**src/rtl/fo_issue_control.sv**
```systemverilog
// Operand-fetch issue controller: decodes fetched instruction words into the
// registered FO/EX control bundle and paces issue around loads, long ops and stalls.
module fo_issue_control #(
  parameter int unsigned MC_LAT = 4
) (
  input  logic        clk,
  input  logic        rst,
  input  logic        instr_valid,
  output logic        instr_ready,
  input  logic [15:0] instr,
  input  logic        stall,
  input  logic        flush,
  output logic        issue_valid,
  output logic        mux4,
  output logic [2:0]  mux5,
  output logic [2:0]  mux6,
  output logic [2:0]  reg_bank,
  output logic        data_mem,
  output logic        reg_flags,
  output logic [5:0]  alu
);

  typedef enum logic {
    RUN   = 1'b0,
    MULTI = 1'b1
  } state_t;

  typedef struct packed {
    logic       issue_valid;
    logic       mux4;
    logic [2:0] mux5;
    logic [2:0] mux6;
    logic [2:0] reg_bank;
    logic       data_mem;
    logic       reg_flags;
    logic [5:0] alu;
  } bundle_t;

  localparam bundle_t    BUBBLE   = '0;
  localparam logic [5:0] OP_NOP   = 6'b111111;
  localparam logic [3:0] CNT_INIT = 4'(MC_LAT - 1);

  state_t     state_q, state_d;
  logic [3:0] cnt_q, cnt_d;
  logic       load_pend_q, load_pend_d;
  logic [2:0] load_rd_q, load_rd_d;
  bundle_t    bundle_q, bundle_d;

  logic [5:0] op;
  logic [2:0] rd, rs, rt;
  logic       unused_instr_bit;
  bundle_t    dec_bundle;
  logic       dec_is_load;
  logic       dec_is_multi;
  logic       hazard;

  assign op               = instr[15:10];
  assign rd               = instr[9:7];
  assign rs               = instr[6:4];
  assign rt               = instr[3:1];
  assign unused_instr_bit = instr[0];

  // Instruction class decode, independent of whether the word is accepted
  always_comb begin
    dec_bundle             = BUBBLE;
    dec_bundle.issue_valid = 1'b1;
    dec_is_load            = 1'b0;
    dec_is_multi           = 1'b0;
    unique case (op[5:4])
      2'b00: begin
        dec_bundle.alu       = op;
        dec_bundle.reg_bank  = 3'b001;
        dec_bundle.reg_flags = 1'b1;
      end
      2'b01: begin
        dec_bundle.alu       = {2'b00, op[3:0]};
        dec_bundle.mux4      = 1'b1;
        dec_bundle.mux6      = 3'b001;
        dec_bundle.reg_bank  = 3'b001;
        dec_bundle.reg_flags = 1'b1;
      end
      2'b10: begin
        dec_bundle.mux4 = 1'b1;
        dec_bundle.mux5 = 3'b001;
        dec_bundle.mux6 = 3'b010;
        if (op[0]) begin
          dec_bundle.data_mem = 1'b1;
        end else begin
          dec_bundle.reg_bank = 3'b001;
          dec_is_load         = 1'b1;
        end
      end
      default: begin
        if (op != OP_NOP) begin
          dec_bundle.alu       = op;
          dec_bundle.mux5      = 3'b010;
          dec_bundle.mux6      = 3'b011;
          dec_bundle.reg_bank  = 3'b010;
          dec_bundle.reg_flags = 1'b1;
          dec_is_multi         = 1'b1;
        end
      end
    endcase
  end

  assign hazard      = load_pend_q && instr_valid && ((rs == load_rd_q) || (rt == load_rd_q));
  assign instr_ready = (state_q == RUN) && !stall && !flush && !hazard;

  // Flush beats stall; a bubble in RUN drops the pending load so a hazard costs one cycle
  always_comb begin
    state_d     = state_q;
    cnt_d       = cnt_q;
    load_pend_d = load_pend_q;
    load_rd_d   = load_rd_q;
    bundle_d    = bundle_q;
    if (flush) begin
      state_d     = RUN;
      cnt_d       = 4'd0;
      load_pend_d = 1'b0;
      bundle_d    = BUBBLE;
    end else if (!stall) begin
      unique case (state_q)
        RUN: begin
          if (instr_valid && !hazard) begin
            bundle_d    = dec_bundle;
            load_pend_d = dec_is_load;
            if (dec_is_load) begin
              load_rd_d = rd;
            end
            if (dec_is_multi) begin
              state_d = MULTI;
              cnt_d   = CNT_INIT;
            end
          end else begin
            bundle_d    = BUBBLE;
            load_pend_d = 1'b0;
          end
        end
        MULTI: begin
          bundle_d = BUBBLE;
          cnt_d    = cnt_q - 4'd1;
          if (cnt_q == 4'd1) begin
            state_d = RUN;
          end
        end
        default: begin
          state_d  = RUN;
          bundle_d = BUBBLE;
        end
      endcase
    end
  end

  always_ff @(posedge clk) begin
    if (rst) begin
      state_q     <= RUN;
      cnt_q       <= 4'd0;
      load_pend_q <= 1'b0;
      load_rd_q   <= 3'd0;
      bundle_q    <= BUBBLE;
    end else begin
      state_q     <= state_d;
      cnt_q       <= cnt_d;
      load_pend_q <= load_pend_d;
      load_rd_q   <= load_rd_d;
      bundle_q    <= bundle_d;
    end
  end

  assign issue_valid = bundle_q.issue_valid;
  assign mux4        = bundle_q.mux4;
  assign mux5        = bundle_q.mux5;
  assign mux6        = bundle_q.mux6;
  assign reg_bank    = bundle_q.reg_bank;
  assign data_mem    = bundle_q.data_mem;
  assign reg_flags   = bundle_q.reg_flags;
  assign alu         = bundle_q.alu;

endmodule

```
**config.mk**
```make
export PLATFORM = sky130hd
export DESIGN_NAME = fo_issue_control
export DESIGN_NICKNAME = d
export VERILOG_FILES = /design/src/rtl/fo_issue_control.sv
export SDC_FILE = /design/constraint.sdc
export NUM_CORES = 1
export LEC_CHECK = 0
export ABC_AREA = 1
export CORE_ASPECT_RATIO = 0.6
export CORE_UTILIZATION = 42
export DETAILED_ROUTE_END_ITERATION = 8
export PLACE_DENSITY = 0.72
export SETUP_SLACK_MARGIN = 0.15
export SYNTH_ARGS = -nofsm -noshare
export SYNTH_HDL_FRONTEND = slang
export SYNTH_SLANG_ARGS = --single-unit
```
**constraint.sdc**
```tcl
create_clock -name clk -period 3.1 [get_ports clk]
set_clock_uncertainty 0.2 [all_clocks]
set_input_delay 0.465 -clock clk [delete_from_list [all_inputs] [get_ports clk]]
set_output_delay 0.465 -clock clk [all_outputs]
set_load 0.01 [all_outputs]
```
After elaboration in Yosys (flattened, before gate mapping)
Index checks and enable logic that the tools add are counted.
- bits in registers: 28
- bits of input ports: 21
- output and inout bits: 20
- logic and storage cells: 66
- add/sub/neg operators: 1
- equal/unequal tests: 8
- muxes and demuxes: 24
- bitwise gates (word level): 3
- reduce and logical (&&, ||, !) cells: 18
- operators with widths (cell ; number):
    19-bit one-hot mux with 2 select lines ; 1
    7-bit one-hot mux with 3 select lines ; 1
    19-bit 2-to-1 mux ; 1
    1-bit 2-to-1 mux ; 12
    3-bit one-hot mux with 2 select lines ; 2
    3-bit one-hot mux with 3 select lines ; 1
    4-bit 2-to-1 mux ; 2
    8-bit 2-to-1 mux ; 1
    4-bit one-hot mux with 2 select lines ; 1
    7-bit 2-to-1 mux ; 1
    3-bit equality test ; 2
    1-bit logical AND ; 6
    6-bit inequality test, second input constant ; 1
    2-bit OR reduction ; 3
    5-bit AND reduction ; 1
    4-bit by 1-bit equality test with 1-bit output, second input constant ; 1
    4-bit by 1-bit subtractor with 4-bit output, second input constant ; 1
    1-bit zero test ; 3
    1-bit NOT ; 3
    3-bit AND reduction ; 1
    3-bit OR reduction ; 1
    2-bit by 1-bit equality test with 1-bit output, second input constant ; 1
    2-bit equality test, second input constant ; 1
    2-bit zero test ; 1
    other kinds (5) ; 5

Longest topological paths before layout
Gate-level depths: netlist of run 1.
- word-level depth: 7
- mapped depth: 10

Worst setup path after synthesis of run 1
Ideal clock, no wire load.
- kind: input to register
- from: input instr[14]
- to: register load_rd_q[0]
- setup time: 0.116 ns
- arrival time: 1.431 ns
- data required time: 2.784 ns
- slack: 1.353 ns
- cell stages on the path: 7
- cell sequence: inv_1 ha_1 nand2_1 nor4_1 nand2_1 nand2_1 a21oi_1
- word-level cells in the longest chain between the ends: 3
- RTL lines (element ; line ; text):
    start, declared ; 10 ; input logic [15:0] instr,
    2-bit equality test ; 69 ; unique case (op[5:4])
    1-bit 2-to-1 mux ; 69 ;
    5-bit AND reduction (no line) ; n/a ;
    end signal, assigned ; 165 ; load_rd_q <= load_rd_d;
    end, declared ; 46 ; logic [2:0] load_rd_q, load_rd_d;
Every way passes these cells.
A chain may end at the register's enable or synchronous reset.

Worst setup path after layout of run 1
- from: input instr[1]
- to: output instr_ready
- word-level cells in the longest chain between the ends: 5
- RTL lines (element ; line ; text):
    3-bit equality test ; 106 ; assign hazard = load_pend_q && instr_valid && ((rs == load_rd_q) || (rt == load_rd_q));
    1-bit logical OR ; 106 ;
    1-bit logical AND ; 106 ;
    1-bit zero test ; 107 ; assign instr_ready = (state_q == RUN) && !stall && !flush && !hazard;
    1-bit logical AND ; 107 ;
    end, declared ; 9 ; output logic instr_ready,
Every way passes these cells.

==> metrics, run 1 <==
vias in the first global route 1188; Root Driver clkbuf_8; Die Ht 47.8 um; synthesized area 1470 um2; RePlAce Congestion 0.777; Starting Density 0.446; Synth Flop Type dfxtp_1; CTS H-tree depth 1; initial antenna violation count 0; Post-Synthesis Cells 229; WHS 0.271 ns; Max Clk Rate 0.369 GHz; crit path cell chain clkdlybuf4s50_1 > inv_1 > nand2_1 > nand2_1 > nand3_2 > nand2_4 > nand2_4 > nand2_4 > nor2_1 > clkdlybuf4s50_1; worst slew pin tran 0.607 ns; total track usage 0.195; core area 3280 um2; final WL 3300 um; Area growth, synth to finish 28.9%; Diodes inserted 0; Reg area 480 um2; Fill cells 340; CTS Sinks 24; endpoints failing hold 0; WS Path Type input port to output pin; CTS tree yes; final setup vio count 0; min cycle time layout 2.71 ns; antenna-violating nets left 0; CP arrival 2.05 ns; width of the die 78.3 um; Worst setup SP type input port; aggregate global routing overflow 0; final net count 292; Hold Buf Count CTS 0; P per Cell Area 324 nW/um2; clk buf depth 2; Worst Hold Class flip-flop to flip-flop; layout cell share with drive strength beyond 1 0.0458; RSZ-0062 raised after global routing no; Post-CTS Resized 0; drt initial violations 77; WL/cell 10.7 um; Post-synth EDFFs 0; Tcrit/Tclk final 0.875; fraction of registers with async set/reset 0; CTS clk-pin slew, worst paths 0.08 ns; pins over their slew limit 0; Largest stage delay, worst path 0.54 ns; detailed placement HPWL 2530 um; Seq/Total Area, Yosys 0.328; vias per cell 4.68; outcome complete, no violations; Max Cap Viol 0; multi-input logic area 803 um2; Top Ports 41; Worst Path Max Fanout 7; first-pass detailed-route iteration total 4; setup bufs post-CTS 0; largest net degree at the start of global routing 24; std cell rows 16; Worst slew margin 0.591; Yosys cell types 26; CTS Buf Count 3; # port buffers 36; drt drc 0; maximum VDD drop 0.000182 V; setup TNS 0 ns; total die area 3740 um2; most frequent cells in the layout nand2_1, nor2_1, clkdlybuf4s50_1; worst-skew pair later-pin latency 0.26 ns; Worst Path Required 2.43 ns; P_leak 0.891 nW; total number of vias 1436; synthesis-stage register bit count 24; most common cell after layout, fill and taps aside nand2_1; Worst path slowest cell clkdlybuf4s50_1; mean post-synth cell area 6.40 um2; CP Capture Type output pin; global-route wire length before repair 5530 um; Yosys Warn Count 0; crit-path most repeated cell nand2_4
==> final cells by class <==
cell class	instances	area share
Inverter	37	0.0736
Tap cell	45	0.0298
Clock buffer	3	0.0219
Multi-Input combinational cell	161	0.425
Sequential cell	24	0.254
Timing Repair Buffer	37	0.195
==> path summary, 6_finish.rpt <==
path,endpoint,slack (ns),startpoint,cells past startpoint
hold reg to reg,mux4$_SDFFE_PP0N_,0.27,mux4$_SDFFE_PP0N_,2
setup / recovery,instr_ready,0.39,instr[1],10
setup reg to reg,mux6[0]$_SDFFE_PP0N_,1.51,state_q$_SDFFE_PP0N_,5
hold / removal,mux4$_SDFFE_PP0N_,0.27,mux4$_SDFFE_PP0N_,2
==> sequential cells by signal (all words and copies together) (netlist names) <==
register and count:
alu 6, cnt_q 4, data_mem 1, issue_valid 1
load_pend_q 1, load_rd_q 3, mux4 1, mux5 1
mux6 2, reg_bank 2, reg_flags 1, state_q 1
==> power by group <==
group          internal, mW  total, mW  switching, mW  leakage, nW
Clock                0.0868      0.183         0.0958       0.0216
Sequential            0.312      0.315        0.00285        0.194
Combinational        0.0518      0.113         0.0611        0.676
==> kinds of logic (layout without fill, tap and decap cells) <==
group,after synthesis,in the layout,share of synthesized area
xor+xnor,2,2,0.0120
fa+ha+maj,7,7,0.0598
buf+inv,46,77,0.129
mux,1,1,0.00683
other cells,1,3,0.00256
compound gates,26,26,0.0982
flops,24,24,0.328
simple gates,122,122,0.364
==> stage by stage <==
stage	setup WS (ns)	cells	cell area, um2	total power [mW]	utilization
after floorplan	1.35	231	1470	0.387	-
after global placement	0.394	304	1850	0.434	0.563
after detailed placement	0.381	304	1850	0.435	0.563
after CTS	0.371	307	1890	0.620	0.575
after global routing	0.255	307	1890	0.648	0.575
final	0.388	307	1890	0.611	0.575
==> synth_stat cells, types with 2 or more instances <==
cell | n | area, um2
a21oi_1 | 16 | 80.1
buf_4 | 4 | 30.0
clkbuf_1 | 4 | 15.0
dfxtp_1 | 24 | 480
ha_1 | 7 | 87.6
inv_1 | 35 | 131
nand2_1 | 57 | 214
nand2_4 | 3 | 33.8
nand3_1 | 9 | 45.0
nand3_2 | 2 | 20.0
nand4_1 | 8 | 50.1
nor2_1 | 39 | 146
o21ai_0 | 8 | 40.0
==> critical path, delay by kind of cell <==
kind	cells	cell delay, ns
buffers and inverters	3	1.06
AND/OR/NAND/NOR	7	0.52
==> per-layer routing <==
metal	track usage	part of all wire	vias to the layer above
li1	-	-	770
met1	0.284	0.54	620
met2	0.288	0.39	42
met3	0.0533	0.072	4
met4	0.0407	0.0052	0
met5	0	0	-
Note: power is estimated with default switching activity, not from simulation.
==> run 2: changes to the inputs <==
==> constraint.sdc (replaced) <==
create_clock -name clk -period 3.1 [get_ports clk]
set_clock_uncertainty 0.2 [all_clocks]
set_input_delay 0.62 -clock clk [delete_from_list [all_inputs] [get_ports clk]]
set_output_delay 0.62 -clock clk [all_outputs]
set_load 0.01 [all_outputs]
==> metrics, run 2 (same netlist as run 1, synthesis figures left out) <==
CTS H-tree depth 1 (unchanged); Worst Path Required 2.28 ns (was 2.43 ns); total power 0.647 mW (was 0.611 mW); global-route wire length before repair 5510 um (was 5530 um); CTS tree yes (unchanged); Max Clk Rate 0.366 GHz (was 0.369 GHz); Max Cap Viol 0 (unchanged); largest net degree at the start of global routing 24 (unchanged); total number of vias 1435 (was 1436); clock group share of total power 0.335 (was 0.299); setup TNS 0 ns (unchanged); CP arrival 1.92 ns (was 2.05 ns); Non-Filler Instances 311 (was 307); logic gate share of total power 0.178 (was 0.185); Reg area 480 um2 (unchanged); P_sw 0.167 mW (was 0.160 mW); antenna-violating nets left 0 (unchanged); Die Ht 47.8 um (unchanged); final net count 295 (was 292); WS Path Type input port to output pin (unchanged); P_leak 0.916 nW (was 0.891 nW); first-pass detailed-route iteration total 4 (unchanged); # port buffers 36 (unchanged); CTS Sinks 24 (unchanged); pre-CTS setup slack 0.0822 ns (was 0.381 ns); aggregate global routing overflow 0 (unchanged); Area growth, synth to finish 31.3% (was 28.9%); post-placement cell area 1870 um2 (was 1850 um2); CTS Buf Count 3 (unchanged); worst slew pin tran 0.594 ns (was 0.607 ns); final setup vio count 0 (unchanged); internal power 0.479 mW (was 0.451 mW); Worst setup SP type input port (unchanged); Worst Setup Slack, final 0.365 ns (was 0.388 ns); most frequent cells in the layout nand2_1, nor2_1, inv_1, clkdlybuf4s50_1, dfxtp_1 (was nand2_1, nor2_1, clkdlybuf4s50_1); detailed placement HPWL 2620 um (was 2530 um); core area 3280 um2 (unchanged); Fill cells 331 (was 340); Root Driver clkbuf_8 (unchanged); switching share of power 0.259 (was 0.261); drt initial violations 84 (was 77); std cell rows 16 (unchanged); pins over their slew limit 0 (unchanged); RSZ-0062 raised after global routing no (unchanged); clk buf depth 2 (unchanged); Reg power frac 0.488 (was 0.516); P per Cell Area 336 nW/um2 (was 324 nW/um2); maximum VDD drop 0.000220 V (was 0.000182 V); WL/cell 11.0 um (was 10.7 um); max FFs per register 6 (unchanged); outcome complete, no violations (unchanged); CTS clk-pin slew, worst paths 0.08 ns (about the same); total die area 3740 um2 (unchanged); endpoints failing hold 0 (unchanged); Diodes inserted 0 (unchanged); vias in the first global route 1220 (was 1188); Worst Hold Class flip-flop to flip-flop (unchanged); Worst Path Max Fanout 3 (was 7); total track usage 0.195 (about the same); RePlAce Congestion 0.797 (was 0.777); placed instance count 307 (was 304); most common cell after layout, fill and taps aside nand2_1 (unchanged); initial antenna violation count 0 (unchanged); width of the die 78.3 um (unchanged); drt drc 0 (unchanged); Starting Density 0.446 (unchanged); layout cell share with drive strength beyond 1 0.0602 (was 0.0458); final WL 3420 um (was 3300 um); min cycle time layout 2.74 ns (was 2.71 ns); CP Capture Type output pin (unchanged); multi-input logic area 803 um2 (unchanged); Hold Buf Count CTS 0 (unchanged); fin area 1920 um2 (was 1890 um2); vias per cell 4.61 (was 4.68); worst-skew pair later-pin latency 0.27 ns (was 0.26 ns); Tcrit/Tclk final 0.882 (was 0.875); Worst slew margin 0.600 (was 0.591); Top Ports 41 (unchanged)
## run 2: changes by cell type in the layout (fill, tap and decap cells not counted)
cell             previous run  this run
clkdlybuf4s50_1            36        35
clkbuf_8                    3         4
buf_4                       1         4
dlygate4sd2_1               0         1
## run 2: final cells by class
class / count / share of cell area
Clock buffer: 4 / 0.0286
Inverter: 37 / 0.0722
Multi-Input combinational cell: 161 / 0.418
Sequential cell: 24 / 0.250
Tap cell: 45 / 0.0293
Timing Repair Buffer: 40 / 0.202
## run 2: worst max-delay path: stages
cell	delay, ns
clkdlybuf4s50_1	0.49
inv_1	0.05
nand2_1	0.06
nand2_1	0.05
nand3_2	0.08
nand2_4	0.07
nand2_4	0.07
nand2_4	0.05
nor2_1	0.10
dlygate4sd2_1	0.28
## run 2: per-layer routing
layer | GRT usage | wire length [um] | part of all wire | vias to the layer above
met1 | 0.274 | 1810 | 0.53 | 614
li1 | - | - | - | 777
met2 | 0.300 | 1370 | 0.40 | 40
met3 | 0.0495 | 200 | 0.058 | 4
met4 | 0.0556 | 38 | 0.011 | 0
met5 | 0 | 0 | 0 | -
## run 2: path summary, 6_finish.rpt
kind | from | endpoint | slack, ns | cells past startpoint
setup / recovery | instr[6] | instr_ready | 0.36 | 10
hold / removal | issue_valid$_SDFFE_PP0N_ | issue_valid$_SDFFE_PP0N_ | 0.27 | 2
setup reg to reg | load_rd_q[0]$_SDFFE_PP0P_ | alu[0]$_SDFFE_PP0N_ | 1.43 | 11
hold reg to reg | issue_valid$_SDFFE_PP0N_ | issue_valid$_SDFFE_PP0N_ | 0.27 | 2
## run 2: per-stage QoR
stage | utilization | hold slack [ns]
floorplan | - | 0.260
global placement | 0.569 | 0.256
detailed placement | 0.569 | 0.261
CTS | 0.586 | 0.274
global route | 0.586 | 0.293
finish | 0.586 | 0.271
## run 2: power by group through the flow
stage               Sequential (mW)  Combinational, mW  Clock (mW)
floorplan                     0.324             0.0636           0
global placement              0.323              0.114           0
detailed placement            0.323              0.115           0
CTS                           0.315              0.115       0.221
global route                  0.316              0.128       0.231
finish                        0.315              0.115       0.216
## run 2: repair_timing
item,CTS,global route
endpoints found under the hold margin,0,0
resized for setup,1,0
buffers inserted,0,0
endpoints found under the setup margin,1,0
